<file path="src/rtl/axi_mem_read_arbiter_pkg.sv">
// Shared types and AXI constants for the two-requester memory read arbiter.
package axi_mem_read_arbiter_pkg;

  typedef enum logic [1:0] {
    ST_IDLE,
    ST_ADDR,
    ST_DATA,
    ST_RESP
  } state_t;

  typedef enum logic {
    REQ_IFU = 1'b0,
    REQ_LSU = 1'b1
  } req_t;

  localparam logic [1:0] RESP_OKAY   = 2'b00;
  localparam logic [1:0] RESP_SLVERR = 2'b10;
  localparam logic [1:0] BURST_INCR  = 2'b01;
  localparam logic [2:0] IFU_ARSIZE  = 3'b010;

endpackage

</file>
<file path="src/rtl/axi_mem_read_arbiter_rr_arb2.sv">
// Two-way round-robin arbiter: remembers the last served requester and
// favours the other one when both ask at once.
module mem_rr_arb2
  import axi_mem_read_arbiter_pkg::*;
(
  input  logic clk,
  input  logic rst,
  input  logic req_ifu,
  input  logic req_lsu,
  input  logic update,
  input  req_t served,
  output logic grant_valid,
  output req_t grant
);

  req_t last_grant;

  always_ff @(posedge clk) begin
    if (!rst) begin
      last_grant <= REQ_IFU;
    end else if (update) begin
      last_grant <= served;
    end
  end

  always_comb begin
    grant_valid = req_ifu | req_lsu;
    grant       = REQ_IFU;
    if (req_ifu && req_lsu) begin
      grant = (last_grant == REQ_IFU) ? REQ_LSU : REQ_IFU;
    end else if (req_lsu) begin
      grant = REQ_LSU;
    end
  end

endmodule

</file>
<file path="src/rtl/axi_mem_read_arbiter.sv">
// Shares the memory slave's AXI4 read port between IFU and LSU, one
// single-beat read in flight at a time, with a registered response.
module axi_mem_read_arbiter
  import axi_mem_read_arbiter_pkg::*;
#(
  parameter int              ADDR_W = 32,
  parameter int              DATA_W = 64,
  parameter int              ID_W   = 4,
  parameter logic [ID_W-1:0] IFU_ID = 4'd0,
  parameter logic [ID_W-1:0] LSU_ID = 4'd1
) (
  input  logic              clk,
  input  logic              rst,
  input  logic              ifu_arvalid,
  output logic              ifu_arready,
  input  logic [ADDR_W-1:0] ifu_araddr,
  output logic              ifu_rvalid,
  input  logic              ifu_rready,
  output logic [DATA_W-1:0] ifu_rdata,
  output logic [1:0]        ifu_rresp,
  input  logic              lsu_arvalid,
  output logic              lsu_arready,
  input  logic [ADDR_W-1:0] lsu_araddr,
  input  logic [2:0]        lsu_arsize,
  output logic              lsu_rvalid,
  input  logic              lsu_rready,
  output logic [DATA_W-1:0] lsu_rdata,
  output logic [1:0]        lsu_rresp,
  output logic              io_master_arvalid,
  input  logic              io_master_arready,
  output logic [ADDR_W-1:0] io_master_araddr,
  output logic [ID_W-1:0]   io_master_arid,
  output logic [7:0]        io_master_arlen,
  output logic [2:0]        io_master_arsize,
  output logic [1:0]        io_master_arburst,
  input  logic              io_master_rvalid,
  output logic              io_master_rready,
  input  logic [DATA_W-1:0] io_master_rdata,
  input  logic [1:0]        io_master_rresp,
  input  logic              io_master_rlast,
  input  logic [ID_W-1:0]   io_master_rid
);

  state_t             state;
  req_t               sel_q;
  logic [ADDR_W-1:0]  addr_q;
  logic [2:0]         size_q;
  logic [ID_W-1:0]    id_q;
  logic [DATA_W-1:0]  rdata_q;
  logic [1:0]         rresp_q;
  logic               arvalid_q;
  logic               rready_q;
  logic               ifu_rvalid_q;
  logic               lsu_rvalid_q;
  logic               grant_valid;
  req_t               grant;
  logic               resp_fire;
  logic               unused_rlast;

  // Every transfer is a single beat, so rlast carries no information.
  assign unused_rlast = io_master_rlast;

  assign resp_fire = (state == ST_RESP) &&
                     ((sel_q == REQ_IFU) ? ifu_rready : lsu_rready);

  mem_rr_arb2 u_arb (
    .clk         (clk),
    .rst         (rst),
    .req_ifu     (ifu_arvalid && (state == ST_IDLE)),
    .req_lsu     (lsu_arvalid && (state == ST_IDLE)),
    .update      (resp_fire),
    .served      (sel_q),
    .grant_valid (grant_valid),
    .grant       (grant)
  );

  assign ifu_arready = grant_valid && (grant == REQ_IFU);
  assign lsu_arready = grant_valid && (grant == REQ_LSU);

  always_ff @(posedge clk) begin
    if (!rst) begin
      state        <= ST_IDLE;
      sel_q        <= REQ_IFU;
      addr_q       <= '0;
      size_q       <= '0;
      id_q         <= '0;
      rdata_q      <= '0;
      rresp_q      <= '0;
      arvalid_q    <= 1'b0;
      rready_q     <= 1'b0;
      ifu_rvalid_q <= 1'b0;
      lsu_rvalid_q <= 1'b0;
    end else begin
      unique case (state)
        ST_IDLE: begin
          if (grant_valid) begin
            state     <= ST_ADDR;
            arvalid_q <= 1'b1;
            sel_q     <= grant;
            if (grant == REQ_LSU) begin
              addr_q <= lsu_araddr;
              size_q <= lsu_arsize;
              id_q   <= LSU_ID;
            end else begin
              addr_q <= ifu_araddr;
              size_q <= IFU_ARSIZE;
              id_q   <= IFU_ID;
            end
          end
        end
        ST_ADDR: begin
          if (io_master_arready) begin
            state     <= ST_DATA;
            arvalid_q <= 1'b0;
            rready_q  <= 1'b1;
          end
        end
        ST_DATA: begin
          if (io_master_rvalid) begin
            state        <= ST_RESP;
            rready_q     <= 1'b0;
            rdata_q      <= io_master_rdata;
            // A stray ID means the slave answered someone else; flag it.
            rresp_q      <= (io_master_rid == id_q) ? io_master_rresp : RESP_SLVERR;
            ifu_rvalid_q <= (sel_q == REQ_IFU);
            lsu_rvalid_q <= (sel_q == REQ_LSU);
          end
        end
        ST_RESP: begin
          if (resp_fire) begin
            state        <= ST_IDLE;
            ifu_rvalid_q <= 1'b0;
            lsu_rvalid_q <= 1'b0;
          end
        end
        default: state <= ST_IDLE;
      endcase
    end
  end

  assign io_master_arvalid = arvalid_q;
  assign io_master_araddr  = addr_q;
  assign io_master_arid    = id_q;
  assign io_master_arsize  = size_q;
  assign io_master_arlen   = 8'd0;
  assign io_master_arburst = BURST_INCR;
  assign io_master_rready  = rready_q;
  assign ifu_rvalid        = ifu_rvalid_q;
  assign lsu_rvalid        = lsu_rvalid_q;
  assign ifu_rdata         = rdata_q;
  assign lsu_rdata         = rdata_q;
  assign ifu_rresp         = rresp_q;
  assign lsu_rresp         = rresp_q;

endmodule

</file>
<file path="config.mk">
export PLATFORM = sky130hd
export DESIGN_NAME = axi_mem_read_arbiter
export DESIGN_NICKNAME = d
export VERILOG_FILES = /design/src/rtl/axi_mem_read_arbiter_pkg.sv /design/src/rtl/axi_mem_read_arbiter_rr_arb2.sv /design/src/rtl/axi_mem_read_arbiter.sv
export SDC_FILE = /design/constraint.sdc
export NUM_CORES = 1
export LEC_CHECK = 0
export ABC_AREA = 1
export BUFFER_PORTS_ARGS = -buffer_cell sky130_fd_sc_hd__buf_4
export CELL_PAD_IN_SITES_DETAIL_PLACEMENT = 2
export CELL_PAD_IN_SITES_GLOBAL_PLACEMENT = 2
export CORE_UTILIZATION = 23
export CTS_CLUSTER_SIZE = 12
export DETAILED_ROUTE_END_ITERATION = 8
export GPL_ROUTABILITY_DRIVEN = 0
export GPL_TIMING_DRIVEN = 0
export PLACE_DENSITY_LB_ADDON = 0.3
export SLEW_MARGIN = 20
export SYNTH_ARGS = -nofsm -noshare
export SYNTH_HDL_FRONTEND = slang
export SYNTH_HIERARCHICAL = 1
export SYNTH_SLANG_ARGS = --single-unit
</file>
<file path="constraint.sdc">
create_clock -name clk -period 3.74 [get_ports clk]
set_clock_uncertainty 0.05 [all_clocks]
set_input_delay 0.187 -clock clk [delete_from_list [all_inputs] [get_ports clk]]
set_output_delay 0.187 -clock clk [all_outputs]
set_load 0.01 [all_outputs]
</file>
Yosys cells after proc, flatten, opt, wreduce, memory -nomap -nowiden
Index checks and enable logic that the tools add are counted.
{ "op_classes": {"n_eq_ne": 8, "muxes": 24, "bitwise": 3, "n_reduce_logical": 16} }
{ "ops": {"columns": ["operator", "count"], "rows": [
  ["$mux W32", 1],
  ["$mux W1", 12],
  ["$mux W2", 5],
  ["$reduce_and A3 Y1", 3],
  ["$ne A2 B2 Y1 const B", 4],
  ["$pmux W1 S2", 4],
  ["$pmux W2 S4", 1],
  ["$logic_and A1 B1 Y1", 6],
  ["$reduce_bool A2 Y1", 3],
  ["$eq A2 B2 Y1 const B", 2],
  ["$eq A4 B4 Y1", 1],
  ["$reduce_and A2 Y1", 2],
  ["$reduce_and A4 Y1", 1],
  ["$mux W3", 1],
  ["$eq A2 B1 Y1 const B", 1],
  ["$logic_not A2 Y1", 1],
  ["$not A1 Y1", 2],
  ["$or A1 B1 Y1", 1]
]} }
{ "word_totals": {"reg_bits": 113, "input_bits": 146, "output_inout_bits": 187, "elab_cells": 63} }

Longest topological paths before layout
Gate-level depths: netlist (run 1).
{ "depth": {"depth_word": 6, "depth_mapped": 13, "mapped_depth_nobuf": 13} }

Cells and area by module
Netlist (run 1), hierarchy kept.
{ "by_module_without_submodules": {"columns": ["module", "instances", "cells_each", "area_per_inst_um2", "seq_area_each_um2"], "rows": [
  ["axi_mem_read_arbiter", 1, 673, 5211.2, 2162.1],
  ["mem_rr_arb2", 1, 8, 52.6, 20.0]
]} }

Worst setup path before layout (run 1)
Ideal clock, no wire load.
{ "synth_timing": {"kind": "register -> register", "startpoint": "register state[0]", "endpoint": "register addr_q[10], in the netlist io_master_araddr[10]", "setup_time_ns": 0.114, "arrival_time_ns": 1.633, "required_ns": 3.576, "path_slack_ns": 1.943, "path_stages_with_launch": 12, "path_buffers": 2, "synth_period_minus_slack_ns": 1.797, "cell_sequence": "dfxtp_1 > inv_1 > ha_1 > nand2_1 > inv_1 > or2_1 > nand2_2 > inv_4 > buf_12 > buf_12 > o211ai_2 > inv_1"} }
{ "synth_between": {"word_cells_on_any_way": 9, "classes_between": "mux (3); bitwise (1); reduce/logical (5)"} }
{ "synth_lines": {"columns": ["item", "line_no", "rtl"], "rows": [
  ["start: declaration", "axi_mem_read_arbiter.sv:44", "state_t state;"],
  ["start signal: assignment", "axi_mem_read_arbiter.sv:82", "state <= ST_IDLE;"],
  ["start signal: assignment", "axi_mem_read_arbiter.sv:97", "state <= ST_ADDR;"],
  ["start signal: assignment", "axi_mem_read_arbiter.sv:113", "state <= ST_DATA;"],
  ["$logic_not A2 Y1 *", "axi_mem_read_arbiter.sv:69, axi_mem_read_arbiter.sv:70", null],
  ["$logic_and A1 B1 Y1, on equally long branches", "axi_mem_read_arbiter.sv:69, axi_mem_read_arbiter.sv:70", null],
  ["$or A1 B1 Y1 *", "axi_mem_read_arbiter_rr_arb2.sv:27", "grant_valid = req_ifu | req_lsu;"],
  ["via grant_valid", "axi_mem_read_arbiter.sv:55", "logic grant_valid;"],
  ["$reduce_and A2 Y1 (no line) *", null, null],
  ["end signal: assignment", "axi_mem_read_arbiter.sv:101", "addr_q <= lsu_araddr;"],
  ["end signal: assignment", "axi_mem_read_arbiter.sv:105", "addr_q <= ifu_araddr;"],
  ["end: declaration", "axi_mem_read_arbiter.sv:46", "logic [ADDR_W-1:0] addr_q;"]
]} }
The timed path passes the listed nets; every way through them passes the cells marked *.
A chain may end at the register's enable or synchronous reset.

Final worst setup path (run 1)
{ "layout_timing": {"startpoint": "register state[0]", "endpoint": "output port lsu_arready"} }
{ "layout_between": {"elab_chain_len": 5, "word_cells_on_any_way": 8, "classes_between": "mux (2); bitwise (1); reduce/logical (5)"} }
{ "layout_rtl": {"columns": ["item", "line_no", "rtl"], "rows": [
  ["$logic_not A2 Y1 *", "axi_mem_read_arbiter.sv:69, axi_mem_read_arbiter.sv:70", null],
  ["$logic_and A1 B1 Y1, on equally long branches", "axi_mem_read_arbiter.sv:70, axi_mem_read_arbiter.sv:69", null],
  ["$mux W1 / $logic_and A1 B1 Y1 (equally long branches)", "axi_mem_read_arbiter_rr_arb2.sv:31, axi_mem_read_arbiter_rr_arb2.sv:29", null],
  ["$mux W1 *", "axi_mem_read_arbiter_rr_arb2.sv:29", "if (req_ifu && req_lsu) begin"],
  ["via grant", "axi_mem_read_arbiter.sv:56", "req_t grant;"],
  ["$logic_and A1 B1 Y1 *", "axi_mem_read_arbiter.sv:78", "assign lsu_arready = grant_valid && (grant == REQ_LSU);"],
  ["end: declaration", "axi_mem_read_arbiter.sv:22", "output logic lsu_arready,"]
]} }
Marks and branches as above.

==> impl_metrics.ini, run 1 <==
[outcome]
status = finished clean

[power_and_ir_drop]
leakagePower_nw = 4.35
powerDensity_nw_per_um2 = 617
ir_drop_uv = 235
p_int_mw = 3.17
p_sw_mw = 1.97
seq_power_share_pct = 33.0
p_sw_share_pct = 38.3
pwr-share-comb_pct = 48.5
total_power_mw = 5.14
clkPwrFrac_pct = 18.4

[timing]
finalMaxSlewViolations = 0
hold_ws_ps = 20.6
fin_crit_ps = 2420
rsz0062_at_grt = false
hold_violations = 0
setup-violations-final = 0
fmax_mhz = 413
tns_ps = 0
fin_crit_sh_pct = 64.8

[worst_setup_path]
crit_fanout = 10
cp_data_required_time_ps = 3500
reg2reg_from = state[0]$_SDFFE_PN0P_
end_kind = output pin
start_kind = flop
reg2reg_depth = 12
worstSetupPathType = reg -> out
arrival_ps = 2190
r2r_setup_slack_ps = 1630
r2r_end = io_master_araddr[17]$_SDFFE_PN0P_

[floorplanning]
die_w_um = 153
initial_core_util_pct = 23.8
die-area_um2 = 23500
io_pins = 333
die_h_um = 153
core_area_um2 = 22200
rows = 54

[route]
wl_um = 21100
vias_per_cell = 4.30
drt_iter0_markers = 142
wire_per_inst_um = 16.2
firstDrtPassIters = 4
vias = 5615
drc = 0
final_antenna_net_count = 0

[finish]
post-route-cell-area_um2 = 8330
diodes = 0
final_cells = 1306
nNetsFinal = 1173
area_growth_pct = 58.2
drive_gt1_share_pct = 46.9

[worst_hold_path]
hold_start = lsu_arsize[1]
min_path_cells = 3
min_to = io_master_arsize[1]$_SDFFE_PN0P_
min_path_type = in -> reg

[yosys]
synthArstFlopShare_pct = 0
synth_cells = 681
yosys.cell_types.count = 26
ys_dominant_reg_cell = dfxtp_1
syn-cell-area_um2 = 5260
yosysSeqAreaShare_pct = 41.5
yosys_warnings = 6
synth_edf_count = 0
synth_seq_cells = 109
avgSynthCellArea_um2 = 7.73

[clock_network]
cts_tree = done
cts_setup_buffers = 0
hold_buffers = 0
clk_pin_slew_ps = 80
cts_buffer_depth = 2
insertion_delay_ps = 350
clock-sinks = 109
cts_max_level = 3
cts_resized = 0
clock_tree.root_cell = clkbuf_16
cts_buffers = 9

[global_routing]
grt_pass1_wl_um = 32600
overflow = 0
gr-usage-all-layers_pct = 17.8
antenna_found_initial = 0
grt_max_degree = 19
grt_pass1_vias = 5849

[run]
maxCapViolCount = 0

[place]
dp_cells = 1290
dpl.hpwl_um = 17400
port_buffers = 318
place_area_um2 = 8040
==> worst max-delay path by stage <==
stage / depth (start not counted) / end / startpoint
5_1_grt: 10 / lsu_arready / state[0]$_SDFFE_PN0P_
6_report: 10 / lsu_arready / state[0]$_SDFFE_PN0P_
4_1_cts: 10 / lsu_arready / state[0]$_SDFFE_PN0P_
2_1_floorplan: 11 / io_master_araddr[10]$_SDFFE_PN0P_ / state[0]$_SDFFE_PN0P_
3_3_place_gp: 12 / io_master_araddr[17]$_SDFFE_PN0P_ / state[0]$_SDFFE_PN0P_
3_5_place_dp: 12 / io_master_araddr[17]$_SDFFE_PN0P_ / state[0]$_SDFFE_PN0P_
==> metrics by stage <==
step | setup slack (ps) | utilization, %
2_1_floorplan | 1940 | -
3_3_place_gp | 1630 | 36.3
3_5_place_dp | 1580 | 36.3
4_1_cts | 1230 | 37.6
5_1_grt | 1120 | 37.6
6_report | 1320 | 37.6
==> flip-flops by register name (all words and copies together) (netlist names) <==
register           cells
io_master_rready       1
io_master_arid         1
lsu_rvalid             1
io_master_araddr      32
u_arb/last_grant       1
io_master_arsize       3
ifu_rdata             64
state                  2
io_master_arvalid      1
ifu_rvalid             1
ifu_rresp              2
==> cell families after synthesis <==
logic type	Yosys count	share of synthesized area [%]
other	2	0.143
AO/OA/AOI/OAI	110	15.0
adder cells (fa/ha/maj)	6	1.43
XOR/XNOR	1	0.166
AND/OR/NAND/NOR	279	21.2
buffers and inverters	174	20.7
flip-flops	109	41.5
==> layout by cell type (no fill, tap or decap), drive strengths merged <==
| cell | synthesis | routed |
|---|---|---|
| a21boi | 1 | 1 |
| a21oi | 8 | 8 |
| buf | 110 | 428 |
| clkbuf | 9 | 19 |
| clkinv | 0 | 1 |
| clkinvlp | 0 | 3 |
| conb | 2 | 13 |
| dfxtp | 109 | 109 |
| ha | 6 | 6 |
| inv | 55 | 57 |
| nand2 | 93 | 93 |
| nand3 | 38 | 38 |
| nand4 | 3 | 3 |
| nor2 | 141 | 141 |
| nor3 | 2 | 2 |
| o211ai | 33 | 33 |
| o21a | 1 | 1 |
| o21ai | 67 | 67 |
| or2 | 2 | 2 |
| xnor2 | 1 | 1 |
==> critical path, stage by stage, from the launching register on <==
cell and delay, ps:
dfxtp_1 340, inv_1 160, ha_1 320, nand2_1 80, inv_1 80, a21boi_1 150
buf_2 210, buf_2 240, nand2_1 80, inv_1 60, buf_4 110
==> cell type report <==
type / count / area [µm²]
Sequential cell: 109 / 2180
Fill cell: 2650 / 13800
Multi-Input combinational cell: 409 / 2040
Buffer: 119 / 878
Tap cell: 280 / 350
Timing Repair Buffer: 318 / 2390
Clock inverter: 6 / 45.0
Inverter: 55 / 209
Clock buffer: 10 / 239
==> per-layer routing <==
metal	routed length, µm	global-route usage (%)	vias up
met1	8280	19.8	2647
met2	10800	32.4	210
met3	1780	5.53	16
met5	0	0	-
met4	280	5.05	0
li1	-	-	2742
==> synthesized netlist by cell type (2+ instances only) <==
| cell | number | share of area, % |
|---|---|---|
| a21oi_1 | 8 | 0.76 |
| inv_1 | 52 | 3.7 |
| buf_12 | 4 | 1.5 |
| o21ai_0 | 67 | 6.4 |
| nand4_1 | 3 | 0.36 |
| nor2_1 | 141 | 10 |
| inv_2 | 2 | 0.14 |
| nand2_1 | 91 | 6.5 |
| conb_1 | 2 | 0.14 |
| nand3_1 | 38 | 3.6 |
| o211ai_1 | 3 | 0.43 |
| buf_2 | 13 | 1.2 |
| nor3_1 | 2 | 0.19 |
| dfxtp_1 | 109 | 41 |
| clkbuf_1 | 8 | 0.57 |
| o211ai_2 | 30 | 7.1 |
| ha_1 | 6 | 1.4 |
| nand2_2 | 2 | 0.24 |
| buf_4 | 93 | 13 |
==> power groups by stage <==
stage               clock (mW)  combinational (mW)  sequential [mW]
global route              1.04                2.74             1.74
finish                   0.948                2.49             1.70
global placement             0                2.48             1.71
floorplan                    0                1.29             1.82
CTS                      0.990                2.55             1.71
detailed placement           0                2.55             1.73
Note: power is estimated with default switching activity, not from simulation.
==> run 2, diff against run 1 <==
--- a/config.mk
+++ b/config.mk
@@ -9,7 +9,7 @@
 export BUFFER_PORTS_ARGS = -buffer_cell sky130_fd_sc_hd__buf_4
 export CELL_PAD_IN_SITES_DETAIL_PLACEMENT = 2
 export CELL_PAD_IN_SITES_GLOBAL_PLACEMENT = 2
-export CORE_UTILIZATION = 23
+export CORE_UTILIZATION = 20
 export CTS_CLUSTER_SIZE = 12
 export DETAILED_ROUTE_END_ITERATION = 8
 export GPL_ROUTABILITY_DRIVEN = 0
==> constraint.sdc (replaced) <==
create_clock -name clk -period 2 [get_ports clk]
set_clock_uncertainty 0.05 [all_clocks]
set_input_delay 0.1 -clock clk [delete_from_list [all_inputs] [get_ports clk]]
set_output_delay 0.1 -clock clk [all_outputs]
set_load 0.01 [all_outputs]
==> run 2 against run 1 <==
Compared with the run above: die area rose by 15%; worst hold slack improved by 7.0 ps; critical endpoint is now ifu_arready; utilization fell by 2.3 points; largest cell class unchanged; critical path type unchanged.
==> impl_metrics.ini, run 2 (synthesis gave the netlist of run 1 again) <==
[outcome]
status = finished clean

[timing]
fin_ws_ps = 107
tns_ps = 0
maxSlewHeadroom_pct = 66.6
fin_crit_ps = 1890
fin_crit_sh_pct = 94.7
hold_violations = 0
worst_pin_slew_ps = 501
fmax_mhz = 528
finalMaxSlewViolations = 0
rsz0062_at_grt = true
setup-violations-final = 0

[worst_setup_path]
end_kind = output pin
arrival_ps = 1740
critical_path.max_stage_delay_ps = 370
path_buf_inv = 5
cp_data_required_time_ps = 1850
crit_family = buffers and inverters
worst_path_max_delay_cell = dfxtp_2
worstPathCellList = inv_2, ha_4, nand2_1, inv_1, a21boi_2, buf_4, buf_6, nor2_1, buf_4
worstSetupPathType = reg -> out
start_kind = flop
crit_top_cell = buf_4
crit_fanout = 10

[route]
wire_per_inst_um = 15.9
drc = 0
drt_iter0_markers = 114
vias = 5893
final_antenna_net_count = 0
wl_um = 22700
firstDrtPassIters = 4
vias_per_cell = 4.12

[clock_network]
cts_max_level = 3
clock-sinks = 109
cts_buffers = 9
clock_tree.root_cell = clkbuf_16
clk_pin_slew_ps = 80
cts_buffer_depth = 2
cts_tree = done
insertion_delay_ps = 350

[power_and_ir_drop]
leakagePower_nw = 4.67
p_sw_mw = 3.77
pwr-share-comb_pct = 49.7
total_power_mw = 9.85
powerDensity_nw_per_um2 = 1080
clkPwrFrac_pct = 17.7
seq_power_share_pct = 32.6
p_sw_share_pct = 38.3
p_int_mw = 6.08
ir_drop_uv = 340

[floorplanning]
rows = 59
die_h_um = 164
core_area_um2 = 25900
initial_core_util_pct = 20.3
io_pins = 333
die-area_um2 = 27000
die_w_um = 164

[finish]
largest_reg_flops = 64
drive_gt1_share_pct = 44.7
layout_commonest_cell = buf_4
nNetsFinal = 1244
area_growth_pct = 73.8
post-route-cell-area_um2 = 9150
multi_input_area_um2 = 2050
final.fill_count = 3018
final_cell_mix = buf_4, nor2_1, dfxtp_1, nand2_1, dlygate4sd3_1
final_cells = 1432
seqCellArea_um2 = 2180

[run]
maxCapViolCount = 0

[global_routing]
grt_max_degree = 19
overflow = 0
antenna_found_initial = 1
grt_pass1_vias = 6270
gr-usage-all-layers_pct = 16.5
grt_pass1_wl_um = 34100

[place]
place_area_um2 = 8110
dpl.hpwl_um = 17100
place_ws_ps = -127
dp_cells = 1345
port_buffers = 318

[worst_hold_path]
min_path_type = in -> reg
run 2: cell types whose count changed in the layout (fill, tap and decap cells not counted), sizes merged:
cell	delta
clkbuf	-1
buf	+3
inv	+1
clkinv	+1
dlygate4sd3	+68
diode	+1
clkinvlp	-2
run 2: path summary, 6_finish.rpt:
| kind | start | to | slack (ps) | depth (start not counted) |
|---|---|---|---|---|
| max | state[1]$_SDFFE_PN0P_ | ifu_arready | 110 | 9 |
| min | io_master_rid[2] | ifu_rresp[0]$_SDFFE_PN0P_ | 30 | 4 |
| max reg2reg | state[1]$_SDFFE_PN0P_ | io_master_araddr[30]$_SDFFE_PN0P_ | 160 | 11 |
| min reg2reg | lsu_rvalid$_SDFFE_PN0P_ | lsu_rvalid$_SDFFE_PN0P_ | 420 | 2 |
run 2: through the flow:
| stage | hold slack, ps | utilization [%] |
|---|---|---|
| floorplan | 170 | - |
| global placement | 292 | 31.3 |
| detailed placement | 300 | 31.3 |
| CTS | 14.7 | 35.2 |
| global route | 42.3 | 35.3 |
| finish | 27.7 | 35.3 |
run 2: repair_timing:
action | in CTS | in global routing
hold endpoints to repair | 68 | 0
gates resized for setup | 8 | 9
buffers inserted | 3 | 0
setup endpoints to repair | 36 | 44
hold buffers | 68 | 0
run 2: cell type report:
| class | instances | area share (%) |
|---|---|---|
| plain buffers | 119 | 9.87 |
| multi-input cells | 409 | 22.4 |
| flip-flops and latches | 109 | 23.9 |
| clock buffers | 9 | 2.46 |
| diodes | 1 | 0.0274 |
| inverters | 55 | 2.31 |
| repair buffers | 389 | 33.9 |
| clock inverters | 6 | 0.520 |
| well taps | 335 | 4.58 |
run 2: worst reg2reg max path, stage by stage, from the launching register on:
cell      delay (ps)
dfxtp_2          370
inv_2             70
ha_4             180
nand2_1           60
inv_1             40
or2_1            260
nand2_2          150
inv_4             70
buf_12           150
buf_12           150
o211ai_2         130
inv_1             60
run 2: power groups by stage:
stage	sequential, mW	combinational, mW	clock, mW
floorplan	3.40	2.41	0
global placement	3.22	4.63	0
detailed placement	3.25	4.72	0
CTS	3.22	4.94	1.83
global route	3.28	5.44	1.89
finish	3.21	4.90	1.74
run 2: per-layer routing:
layer / GRT usage, % / share of wire (%) / routed length [µm]
met5: 0 / 0 / 0
met4: 4.97 / 1.6 / 354
met3: 5.93 / 9.9 / 2250
met2: 29.5 / 50 / 11300
met1: 18.0 / 39 / 8870
==> run 3, diff against run 2 <==
--- a/config.mk
+++ b/config.mk
@@ -7,9 +7,9 @@
 export LEC_CHECK = 0
 export ABC_AREA = 1
 export BUFFER_PORTS_ARGS = -buffer_cell sky130_fd_sc_hd__buf_4
-export CELL_PAD_IN_SITES_DETAIL_PLACEMENT = 2
-export CELL_PAD_IN_SITES_GLOBAL_PLACEMENT = 2
-export CORE_UTILIZATION = 20
+export CELL_PAD_IN_SITES_DETAIL_PLACEMENT = 1
+export CELL_PAD_IN_SITES_GLOBAL_PLACEMENT = 1
+export CORE_UTILIZATION = 26
 export CTS_CLUSTER_SIZE = 12
 export DETAILED_ROUTE_END_ITERATION = 8
 export GPL_ROUTABILITY_DRIVEN = 0
==> run 3 against run 2 <==
Compared with the run above: clock power about the same; critical endpoint is now io_master_araddr[9]$_SDFFE_PN0P_; critical path depth up 2; via count is 1.0% lower; fmax up 2.4%; largest power group unchanged; setup slack better by 45 ps; combinational power shrank 2%.
==> impl_metrics.ini, run 3 (synthesis gave the netlist of run 1 again) <==
[outcome]
status = finished clean

[global_routing]
antenna_found_initial = 1
gr-usage-all-layers_pct = 19.3
grt_pass1_vias = 5837
overflow = 0
grt_max_degree = 19
grt_pass1_wl_um = 30700

[worst_setup_path]
worstPathCellList = inv_2, ha_4, nand2_1, inv_1, or2_1, nand2_2, inv_4, buf_12, buf_12, o211ai_2, inv_1
arrival_ps = 2040
cp_data_required_time_ps = 2190
critical_path.max_stage_delay_ps = 370
crit_family = buffers and inverters
start_kind = flop
path_buf_inv = 6
end_kind = flop
worstSetupPathType = reg -> reg
worst_path_max_delay_cell = dfxtp_2
crit_fanout = 10

[floorplanning]
io_pins = 333
die_w_um = 144
die_h_um = 144
die-area_um2 = 20800
core_area_um2 = 19700
rows = 51
initial_core_util_pct = 26.8

[timing]
hold_violations = 0
rsz0062_at_grt = true
finalMaxSlewViolations = 0
fin_crit_sh_pct = 92.4
tns_ps = 0
fmax_mhz = 541
fin_crit_ps = 1850
setup-violations-final = 0
hold_ws_ps = 37.3

[clock_network]
cts_buffer_depth = 2
cts_max_level = 3
cts_buffers = 9
clk_pin_slew_ps = 80
clock-sinks = 109
insertion_delay_ps = 350
clock_tree.root_cell = clkbuf_16
cts_tree = done

[finish]
multi_input_area_um2 = 2050
largest_reg_flops = 64
final.fill_count = 2504
layout_commonest_cell = buf_4
drive_gt1_share_pct = 44.4
final_cell_mix = buf_4, nor2_1, dfxtp_1, nand2_1, dlygate4sd3_1
area_growth_pct = 71.7
nNetsFinal = 1243
seqCellArea_um2 = 2180
post-route-cell-area_um2 = 9040

[power_and_ir_drop]
ir_drop_uv = 422
powerDensity_nw_per_um2 = 1080
leakagePower_nw = 4.65

[place]
port_buffers = 318
dpl.hpwl_um = 15500
place_area_um2 = 8020

[worst_hold_path]
min_path_type = in -> reg

[route]
wire_per_inst_um = 15.3
final_antenna_net_count = 0
wl_um = 20800
firstDrtPassIters = 4
vias_per_cell = 4.29
vias = 5832
drc = 0
drt_iter0_markers = 161

[run]
maxCapViolCount = 0
==> run 3: worst reg2reg max path, cell delays in order (launching register included) <==
cell and delay [ps]:
dfxtp_2 370, inv_2 80, ha_4 180, nand2_1 50
inv_1 40, or2_1 260, nand2_2 150, inv_4 60
buf_12 150, buf_12 150, o211ai_2 140, inv_1 60
==> run 3: final timing paths <==
kind	start	endpoint	slack (ps)	cells after the start
worst max-delay path	state[1]$_SDFFE_PN0P_	io_master_araddr[9]$_SDFFE_PN0P_	150	11
worst min-delay path	lsu_araddr[29]	io_master_araddr[29]$_SDFFE_PN0P_	40	5
worst max register to register	state[1]$_SDFFE_PN0P_	io_master_araddr[9]$_SDFFE_PN0P_	150	11
worst min register to register	io_master_arsize[0]$_SDFFE_PN0P_	io_master_arsize[0]$_SDFFE_PN0P_	420	2
==> run 3: timing repair <==
item	4_1_cts	5_1_grt
setup endpoints to repair	32	16
buffers inserted	1	0
endpoints found under the hold margin	69	0
hold buffers	69	0
resized for setup	8	6
==> run 3: layer usage <==
| layer | GRT usage [%] | part of all wire, % |
|---|---|---|
| met2 | 35.1 | 50 |
| met4 | 4.76 | 1.2 |
| met1 | 21.4 | 40 |
| met3 | 6.36 | 8.7 |
| met5 | 0 | 0 |
==> run 3: per-stage QoR <==
stage | worst slack, ps | cells | util [%] | total power, mW
2_1_floorplan | 203 | 692 | - | 5.81
3_3_place_gp | -4.98 | 1275 | 40.8 | 7.79
3_5_place_dp | -12.3 | 1275 | 40.8 | 7.88
4_1_cts | 69.4 | 1360 | 45.9 | 9.81
5_1_grt | -16.6 | 1361 | 46.0 | 10.5
6_report | 152 | 1361 | 46.0 | 9.75
==> run 3: final cells by class <==
cell class | count | share of cell area (%)
Clock inverter | 6 | 0.554
Antenna cell | 1 | 0.0277
Tap cell | 265 | 3.67
Multi-Input combinational cell | 409 | 22.7
Timing Repair Buffer | 388 | 34.1
Sequential cell | 109 | 24.2
Clock buffer | 9 | 2.49
Buffer | 119 | 9.94
Inverter | 55 | 2.37
==> run 3: power breakdown <==
| group | internal (mW) | switching [mW] |
|---|---|---|
| logic | 2.45 | 2.38 |
| registers | 2.74 | 0.451 |
| clock network | 0.852 | 0.881 |
| total | 6.04 | 3.71 |
